<file path="config.mk">
export PLATFORM = sky130hd
export DESIGN_NAME = mt6835_angle_reader
export DESIGN_NICKNAME = d
export VERILOG_FILES = /design/src/rtl/mt6835_angle_reader.sv
export SDC_FILE = /design/constraint.sdc
export NUM_CORES = 1
export LEC_CHECK = 0
export CAP_MARGIN = 20
export CORE_MARGIN = 4
export CORE_UTILIZATION = 51
export DETAILED_ROUTE_END_ITERATION = 10
export GPL_TIMING_DRIVEN = 0
export PLACE_DENSITY = 0.76
export RECOVER_POWER = 100
export SLEW_MARGIN = 30
export SYNTH_ARGS = -nofsm -noshare
export SYNTH_HDL_FRONTEND = slang
export SYNTH_SLANG_ARGS = --single-unit
</file>
<file path="constraint.sdc">
create_clock -name i_clk -period 2.2 [get_ports i_clk]
set_clock_uncertainty 0.15 [all_clocks]
set_input_delay 0.44 -clock i_clk [delete_from_list [all_inputs] [get_ports i_clk]]
set_output_delay 0.44 -clock i_clk [all_outputs]
set_load 0.01 [all_outputs]
</file>
<file path="src/rtl/mt6835_angle_reader.sv">
// SPI mode-3 burst reader for the MT6835 encoder: sends 0xA003, shifts in a
// 32-bit angle/status/CRC word, checks CRC-8 (poly 0x07) and publishes the angle.
module mt6835_angle_reader #(
  parameter int CLK_DIV     = 8,
  parameter int ANGLE_W     = 21,
  parameter int CS_IDLE     = 4,
  parameter int AUTO_PERIOD = 0
) (
  input  logic               i_clk,
  input  logic               i_rst_n,
  input  logic               i_start,
  output logic               o_busy,
  output logic               spi_clk,
  output logic               spi_mosi,
  output logic               spi_cs,
  input  logic               spi_miso,
  output logic [ANGLE_W-1:0] o_angle,
  output logic [2:0]         o_status,
  output logic               o_valid,
  output logic               o_crc_err,
  output logic [15:0]        o_err_cnt
);

  localparam logic [15:0] CMD = 16'hA003;
  localparam int CNT_MAX = (CLK_DIV > CS_IDLE) ? CLK_DIV : CS_IDLE;
  localparam int CNT_W   = $clog2(CNT_MAX + 1);
  localparam logic [CNT_W-1:0] DIV_LAST = CNT_W'(CLK_DIV - 1);
  localparam logic [CNT_W-1:0] GAP_LAST = CNT_W'((CS_IDLE > 1) ? CS_IDLE - 2 : 0);
  localparam int AUTO_W = (AUTO_PERIOD > 1) ? $clog2(AUTO_PERIOD) : 1;
  localparam logic [AUTO_W-1:0] AUTO_LOAD = AUTO_W'((AUTO_PERIOD > 0) ? AUTO_PERIOD - 1 : 0);

  typedef enum logic [2:0] {
    S_IDLE, S_SETUP, S_SHIFT, S_HOLD, S_CHECK, S_GAP
  } state_t;

  state_t             r_state;
  state_t             w_next;
  logic [CNT_W-1:0]   r_cnt;
  logic [5:0]         r_bit;
  logic               r_phase;
  logic               r_sck;
  logic               r_mosi;
  logic               r_cs;
  logic [31:0]        r_rx;
  logic [7:0]         r_crc;
  logic [ANGLE_W-1:0] r_angle;
  logic [2:0]         r_status;
  logic               r_valid;
  logic               r_crc_err;
  logic [15:0]        r_err_cnt;
  logic [AUTO_W-1:0]  r_auto;
  logic               r_pend;

  logic       w_tick;
  logic       w_auto_exp;
  logic       w_go;
  logic       w_last_bit;
  logic       w_hold_done;
  logic       w_crc_fb;
  logic [7:0] w_crc_next;
  logic [5:0] w_next_bit;
  logic       w_mosi_next;

  assign w_tick      = (r_cnt == DIV_LAST);
  assign w_auto_exp  = (AUTO_PERIOD > 0) && (r_auto == '0);
  assign w_go        = (r_state == S_IDLE) && (i_start || r_pend || w_auto_exp);
  assign w_last_bit  = (r_bit == 6'd47);
  assign w_hold_done = (r_state == S_HOLD) && w_tick;
  assign w_crc_fb    = r_crc[7] ^ spi_miso;
  assign w_crc_next  = {r_crc[6:0], 1'b0} ^ (w_crc_fb ? 8'h07 : 8'h00);
  assign w_next_bit  = r_bit + 6'd1;
  assign w_mosi_next = (w_next_bit < 6'd16) ? CMD[4'd15 - w_next_bit[3:0]] : 1'b1;

  always_ff @(posedge i_clk or negedge i_rst_n) begin
    if (!i_rst_n) r_state <= S_IDLE;
    else          r_state <= w_next;
  end

  always_comb begin
    // NOTE: default first so every path assigns w_next and no latch is inferred.
    w_next = r_state;
    unique case (r_state)
      S_IDLE:  if (w_go) w_next = S_SETUP;
      S_SETUP: if (w_tick) w_next = S_SHIFT;
      S_SHIFT: if (w_tick && r_phase && w_last_bit) w_next = S_HOLD;
      S_HOLD:  if (w_tick) w_next = S_CHECK;
      S_CHECK: w_next = (CS_IDLE > 1) ? S_GAP : S_IDLE;
      S_GAP:   if (r_cnt == GAP_LAST) w_next = S_IDLE;
      default: w_next = S_IDLE;
    endcase
  end

  // SPI pins, bit sequencing and the bit-serial CRC over rx[31:8].
  always_ff @(posedge i_clk or negedge i_rst_n) begin
    if (!i_rst_n) begin
      // NOTE: registers use non-blocking assignments so every flop samples pre-edge values.
      r_cnt   <= '0;
      r_bit   <= '0;
      r_phase <= 1'b0;
      r_sck   <= 1'b1;
      r_mosi  <= 1'b1;
      r_cs    <= 1'b1;
      r_rx    <= '0;
      r_crc   <= '0;
    end else begin
      unique case (r_state)
        S_IDLE: begin
          r_cnt <= '0;
          if (w_go) begin
            r_cs    <= 1'b0;
            r_bit   <= '0;
            r_phase <= 1'b0;
            r_crc   <= '0;
            r_rx    <= '0;
          end
        end
        S_SETUP: begin
          r_cnt <= w_tick ? '0 : r_cnt + 1'b1;
          if (w_tick) begin
            r_sck  <= 1'b0;
            r_mosi <= CMD[15];
          end
        end
        S_SHIFT: begin
          r_cnt <= w_tick ? '0 : r_cnt + 1'b1;
          if (w_tick) begin
            if (!r_phase) begin
              r_sck   <= 1'b1;
              r_phase <= 1'b1;
              if (r_bit >= 6'd16) r_rx <= {r_rx[30:0], spi_miso};
              if (r_bit >= 6'd16 && r_bit < 6'd40) r_crc <= w_crc_next;
            end else begin
              r_phase <= 1'b0;
              if (!w_last_bit) begin
                r_bit  <= w_next_bit;
                r_sck  <= 1'b0;
                r_mosi <= w_mosi_next;
              end
            end
          end
        end
        S_HOLD: begin
          r_cnt <= w_tick ? '0 : r_cnt + 1'b1;
          if (w_tick) r_cs <= 1'b1;
        end
        S_CHECK: r_cnt <= '0;
        S_GAP:   r_cnt <= r_cnt + 1'b1;
        default: r_cnt <= '0;
      endcase
    end
  end

  // Results are registered on the HOLD->CHECK edge so they appear in the CHECK cycle.
  always_ff @(posedge i_clk or negedge i_rst_n) begin
    if (!i_rst_n) begin
      r_angle   <= '0;
      r_status  <= '0;
      r_valid   <= 1'b0;
      r_crc_err <= 1'b0;
      r_err_cnt <= '0;
    end else begin
      r_valid   <= 1'b0;
      r_crc_err <= 1'b0;
      if (w_hold_done) begin
        if (r_crc == r_rx[7:0]) begin
          r_angle  <= r_rx[31 -: ANGLE_W];
          r_status <= r_rx[10:8];
          r_valid  <= 1'b1;
        end else begin
          r_crc_err <= 1'b1;
          if (r_err_cnt != 16'hFFFF) r_err_cnt <= r_err_cnt + 16'd1;
        end
      end
    end
  end

  // Start-to-start auto trigger; an expiry while a frame runs is held as one pending request.
  always_ff @(posedge i_clk or negedge i_rst_n) begin
    if (!i_rst_n) begin
      r_auto <= '0;
      r_pend <= 1'b0;
    end else if (AUTO_PERIOD > 0) begin
      if (w_go) begin
        r_auto <= AUTO_LOAD;
        r_pend <= 1'b0;
      end else if (w_auto_exp) begin
        r_auto <= AUTO_LOAD;
        r_pend <= 1'b1;
      end else begin
        r_auto <= r_auto - 1'b1;
      end
    end
  end

  assign o_busy    = (r_state != S_IDLE);
  assign spi_clk   = r_sck;
  assign spi_mosi  = r_mosi;
  assign spi_cs    = r_cs;
  assign o_angle   = r_angle;
  assign o_status  = r_status;
  assign o_valid   = r_valid;
  assign o_crc_err = r_crc_err;
  assign o_err_cnt = r_err_cnt;

endmodule

</file>
==> flow_summary.ini, run 1 <==
[worst_setup_path]
crit_arrival_ns = 2.41
cp.buffers_inverters = 1
worstSetupStartpointType = flop
crit_type = flop to flop
critPathMaxFanout = 10
cp.depth = 6
cp_top_family = simple AND/OR/NAND/NOR gates
worstPathCellList = ha_4 -> nand4b_4 -> or3b_4 -> or3_4 -> buf_12 -> mux2_4
cp.required_ns = 2.31
slowest_stage = or3b_4
rrSetupSlack_ns = -0.1
endpoint = o_angle[12]
cp_slowest_stage_delay_ns = 0.43
end_kind = flop
reg2reg_depth = 6
r2r_start = r_cnt[0]
startpoint = r_cnt[0]
timing.rr.end = o_angle[12]

[logic_synthesis]
async_flop_share_pct = 100
yosysWarnings = 1
syn_area_per_cell_um2 = 10.6
synth_cell_types = 49
synth_area_mm2 = 0.00451
synth_nets = 435
ys_seq_area_share_pct = 55.0
synth-edff-count = 0
ys_seq_elements = 99
postSynthCellCount = 427
synth_ff_type = dfrtp_1

[sta]
worst_slew_pin_slew_ns = 1.27
fmax_ghz = 0.435
tns_ns = -1.80
finalHoldViolations = 0
slew_headroom_pct = 15.6
period_minus_slack_ns = 2.30
fin_crit_sh_pct = 104
finalSetupViolations = 25
slew_violations = 0
worst_hold_slack_ns = 0.314
rsz0062_at_grt = yes
fin_ws_ns = -0.0985

[power_and_ir_drop]
leakagePower_uw = 0.00263
powerDensity_mw_per_mm2 = 527
ir_worst_vdd_uv = 385
finalPower_uw = 3000

[cts]
cts_buffers = 9
cts_tree = done
clk_path_buf_depth = 2
clkTransAtPathRegs_ns = 0.11
clkLatencyLatePin_ns = 0.37
htree_levels = 3
clock_sinks = 99
cts_root_buffer = clkbuf_8

[drt]
remaining_drc_errors = 0
first_pass_iters = 4
routed_wl_um = 9220
drt_iter0_drc = 162
vias = 3381
viasPerCell = 5.44
post_drt_wl_per_cell_um = 14.9
ant_nets = 0

[finish]
final_cell_mix = nand2_1, dfrtp_1, clkdlybuf4s50_1
drive_gt1_share_pct = 22.8
final_area_mm2 = 0.00569
nets = 516
syn_to_final_growth_pct = 26.0
fillCellCount = 675
num_antenna_cells = 0
final_core_util_pct = 65.5
mostFrequentLayoutCell = nand2_1

[grt]
grt_pass1_wl_um = 15200
grt_overflow_total = 0
grt_pass1_vias = 3248
grt_util_all_layers_pct = 18.3
grt_start_max_net_pins = 52
antenna_found_initial = 0

[run_status]
violations = negative setup slack
status = complete, but fails checks

[placement]
detailed_place_hpwl_um = 6070
placed_area_mm2 = 0.00518
gp_congestion = 0.826
io_buffers = 48

[floorplanning]
die_w_um = 102
fp.dieArea_mm2 = 0.0104
rows = 34
die_height_um = 102
start_util_pct = 52.0
core_area_mm2 = 0.00868
io_pins = 50

[flow_run]
drv_cap = 0

[hold_path]
hold_path.class = flop to flop
[synth_stat cells, drive strengths merged (2+ instances only)]
library cell	count	area, um^2
a211oi	3	22.5
a21oi	3	15.0
a31o	2	17.5
and3	4	25.0
buf	5	56.3
clkbuf	18	67.6
dfrtp	96	2400
dfstp	3	78.8
ha	4	50.1
inv	5	18.8
mux2	30	409
nand2	98	368
nand2b	2	12.5
nand3	8	40.0
nand3b	2	15.0
nand4	8	50.1
nand4b	2	23.8
nor2	17	63.8
nor2b	3	18.8
nor3	7	35.0
nor3b	3	22.5
nor4	5	31.3
o21ai	47	235
o22ai	2	12.5
o31ai	3	22.5
or3	2	12.5
or3b	3	26.3
xnor2	13	114
xor2	16	140
[repair_timing]
| item | CTS | global route |
|---|---|---|
| cloned | 1 | 0 |
| setup endpoints to repair | 77 | 82 |
| resized for setup | 19 | 46 |
| buffers inserted | 7 | 14 |
| hold buffers | 1 | 0 |
| pin swaps | 3 | 5 |
| endpoints found under the hold margin | 47 | 0 |
[worst register-to-register path: stages, from the launching register on]
cell and delay [ns]:
dfrtp_1 0.40, ha_4 0.18, nand4b_4 0.12, or3b_4 0.43
or3_4 0.43, buf_12 0.19, mux2_4 0.30
[report_power, final]
part	leakage, uW	internal, uW	switching (uW)
logic	0.00118	7.68	37.0
registers	0.00136	1820	0
clock network	0.0000969	466	666
total	0.00263	2290	703
[logic make-up (layout without fill, tap and decap cells)]
| logic type | Yosys count | in the layout | share of synthesized area (%) |
|---|---|---|---|
| compound gates | 68 | 68 | 8.65 |
| xor+xnor | 29 | 29 | 5.63 |
| fa+ha+maj | 4 | 4 | 1.11 |
| buf+inv | 28 | 114 | 3.16 |
| flops | 99 | 99 | 55.0 |
| mux | 30 | 30 | 9.07 |
| simple gates | 169 | 169 | 17.4 |
[state kept, by name, summed over array words and instances (netlist names)]
signal     cells
r_crc          8
o_angle       21
spi_mosi       1
r_phase        1
o_crc_err      1
o_status       3
o_valid        1
o_err_cnt     16
r_bit          6
spi_clk        1
r_rx          32
r_state        3
spi_cs         1
r_cnt          4
[metal layers]
layer,up-vias,part of all wire (%),track usage [%]
met5,-,0,0
met4,0,2.0,4.54
met3,15,4.2,4.98
met2,72,51,30.9
met1,1667,43,23.5
li1,1627,-,-
[metrics by stage]
step,instances,setup WS [ns]
3_5_place_dp,584,-0.253
2_1_floorplan,427,-0.0268
4_1_cts,608,-0.0873
5_1_grt,621,-0.147
6_report,621,-0.0985
3_3_place_gp,583,-3.05
[final cells by class]
| cell class | instances | area [um^2] | area share (%) |
|---|---|---|---|
| clock inverter | 6 | 56.3 | 0.990 |
| sequential | 99 | 2480 | 43.7 |
| buffer | 21 | 138 | 2.42 |
| multi-input combinational | 300 | 2020 | 35.6 |
| timing repair buffer | 72 | 692 | 12.2 |
| tap | 108 | 135 | 2.38 |
| inverter | 5 | 18.8 | 0.330 |
| clock buffer | 10 | 138 | 2.42 |
[worst min path at each step]
stage | startpoint | to | slack, ns | cells after the start
floorplan | i_rst_n | o_angle[0] | -0.006 | 0
global placement | spi_cs | spi_cs | 0.30 | 2
detailed placement | i_rst_n | o_angle[5] | 0.27 | 1
CTS | spi_cs | spi_cs | 0.32 | 2
global route | spi_cs | spi_cs | 0.36 | 2
finish | spi_cs | spi_cs | 0.31 | 2
No activity file was read; power rests on OpenSTA's default activity.
==> run 2: changes to the inputs <==
--- a/config.mk
+++ b/config.mk
@@ -8,10 +8,12 @@
 export CAP_MARGIN = 20
 export CORE_MARGIN = 4
 export CORE_UTILIZATION = 51
+export CTS_CLUSTER_DIAMETER = 50
 export DETAILED_ROUTE_END_ITERATION = 10
 export GPL_TIMING_DRIVEN = 0
 export PLACE_DENSITY = 0.76
 export RECOVER_POWER = 100
+export SKIP_CTS_REPAIR_TIMING = 1
 export SLEW_MARGIN = 30
 export SYNTH_ARGS = -nofsm -noshare
 export SYNTH_HDL_FRONTEND = slang
==> flow_summary.ini, run 2 (synthesis gave the netlist of run 1 again) <==
[sta]
fmax_ghz = 0.436
rsz0062_at_grt = yes
slew_headroom_pct = 14.3
fin_crit_sh_pct = 104
finalSetupViolations = 23
tns_ns = -1.83
slew_violations = 0
finalHoldViolations = 0
period_minus_slack_ns = 2.29
worst_hold_slack_ns = 0.314
fin_ws_ns = -0.0938
worst_slew_pin_slew_ns = 1.29

[finish]
nets = 512
num_antenna_cells = 0
largest_register_ffs = 32
regMostFlops = r_rx
fillCellCount = 675
mostFrequentLayoutCell = nand2_1
drive_gt1_share_pct = 21.8
syn_to_final_growth_pct = 24.9
final_cell_mix = nand2_1, dfrtp_1, clkdlybuf4s50_1

[worst_setup_path]
startpoint = r_cnt[0]
r2r_start = r_cnt[0]
slowest_stage = dfrtp_1
crit_arrival_ns = 2.40
worstSetupStartpointType = flop
critPathMaxFanout = 10
endpoint = o_angle[12]
rrSetupSlack_ns = -0.09
reg2reg_depth = 6
cp.required_ns = 2.31
end_kind = flop
timing.rr.end = o_angle[12]
cp_slowest_stage_delay_ns = 0.44
worstPathCellList = ha_4 -> nand4b_4 -> or3b_4 -> or3_4 -> buf_12 -> mux2_4
crit_type = flop to flop

[placement]
detailed_place_hpwl_um = 6070
io_buffers = 48
gp_congestion = 0.826

[power_and_ir_drop]
powerDensity_mw_per_mm2 = 532
leakagePower_uw = 0.00257
ir_worst_vdd_uv = 384

[floorplanning]
die_w_um = 102
start_util_pct = 52.0
rows = 34
io_pins = 50
fp.dieArea_mm2 = 0.0104
core_area_mm2 = 0.00868
die_height_um = 102

[cts]
clkTransAtPathRegs_ns = 0.10
clkLatencyLatePin_ns = 0.37
cts_buffers = 9
clock_sinks = 99
cts_tree = done
clk_path_buf_depth = 2
htree_levels = 3
cts_root_buffer = clkbuf_8

[grt]
grt_util_all_layers_pct = 17.7
grt_pass1_vias = 3207
grt_overflow_total = 0
grt_start_max_net_pins = 52
antenna_found_initial = 0
grt_pass1_wl_um = 14800

[flow_run]
drv_cap = 0

[drt]
routed_wl_um = 9000
viasPerCell = 5.40
post_drt_wl_per_cell_um = 14.6
vias = 3330
remaining_drc_errors = 0
ant_nets = 0
drt_iter0_drc = 135
first_pass_iters = 4

[hold_path]
hold_path.class = flop to flop

[run_status]
violations = negative setup slack
status = complete, but fails checks
==> run 2: final cells by class <==
type	instances	area [um^2]	area share, %
Buffer	22	141	2.51
Timing Repair Buffer	67	636	11.3
Sequential cell	99	2490	44.1
Multi-Input combinational cell	300	2020	35.9
Tap cell	108	135	2.40
Clock buffer	10	138	2.44
Clock inverter	6	56.3	0.999
Inverter	5	18.8	0.333
==> run 2: power breakdown <==
| part | leakage (uW) | switching, uW | internal [uW] |
|---|---|---|---|
| Combinational | 0.00112 | 37.0 | 10.4 |
| Clock | 0.0000969 | 668 | 466 |
| Sequential | 0.00135 | 0 | 1820 |
| Total | 0.00257 | 705 | 2290 |
==> run 2: per-stage QoR <==
stage          std cells  instance area (um^2)  util (%)  power (uW)  setup WS (ns)
5_1_grt              617                  5640      64.9        3120         -0.165
3_3_place_gp         583                  5150      59.3        1900          -3.05
6_report             617                  5640      64.9        3000        -0.0938
2_1_floorplan        427                  4530         -        1860        -0.0268
3_5_place_dp         584                  5180      59.7        1900         -0.253
4_1_cts              600                  5370      61.9        3030         -0.420
==> run 2: critical path: cells and delay by family (launching register included) <==
family        cells  cell delay (ns)
simple gates      3             0.94
flops             1             0.44
mux               1             0.30
fa+ha+maj         1             0.18
buf+inv           1             0.17
==> run 2: metal layers <==
layer | vias to the layer above | part of all wire (%) | track usage (%)
met2 | 67 | 50 | 29.9
met1 | 1643 | 44 | 22.6
met4 | 0 | 0.97 | 4.04
met3 | 9 | 4.3 | 5.26
li1 | 1611 | - | -
met5 | - | 0 | 0
==> run 2: how the worst min path moves through the flow <==
stage,start,endpoint,slack [ns],depth (start not counted)
2_1_floorplan,i_rst_n,o_angle[0],-0.006,0
3_3_place_gp,spi_cs,spi_cs,0.30,2
3_5_place_dp,i_rst_n,o_angle[5],0.27,1
4_1_cts,i_rst_n,o_angle[5],-0.14,1
5_1_grt,spi_cs,spi_cs,0.36,2
6_report,spi_cs,spi_cs,0.31,2
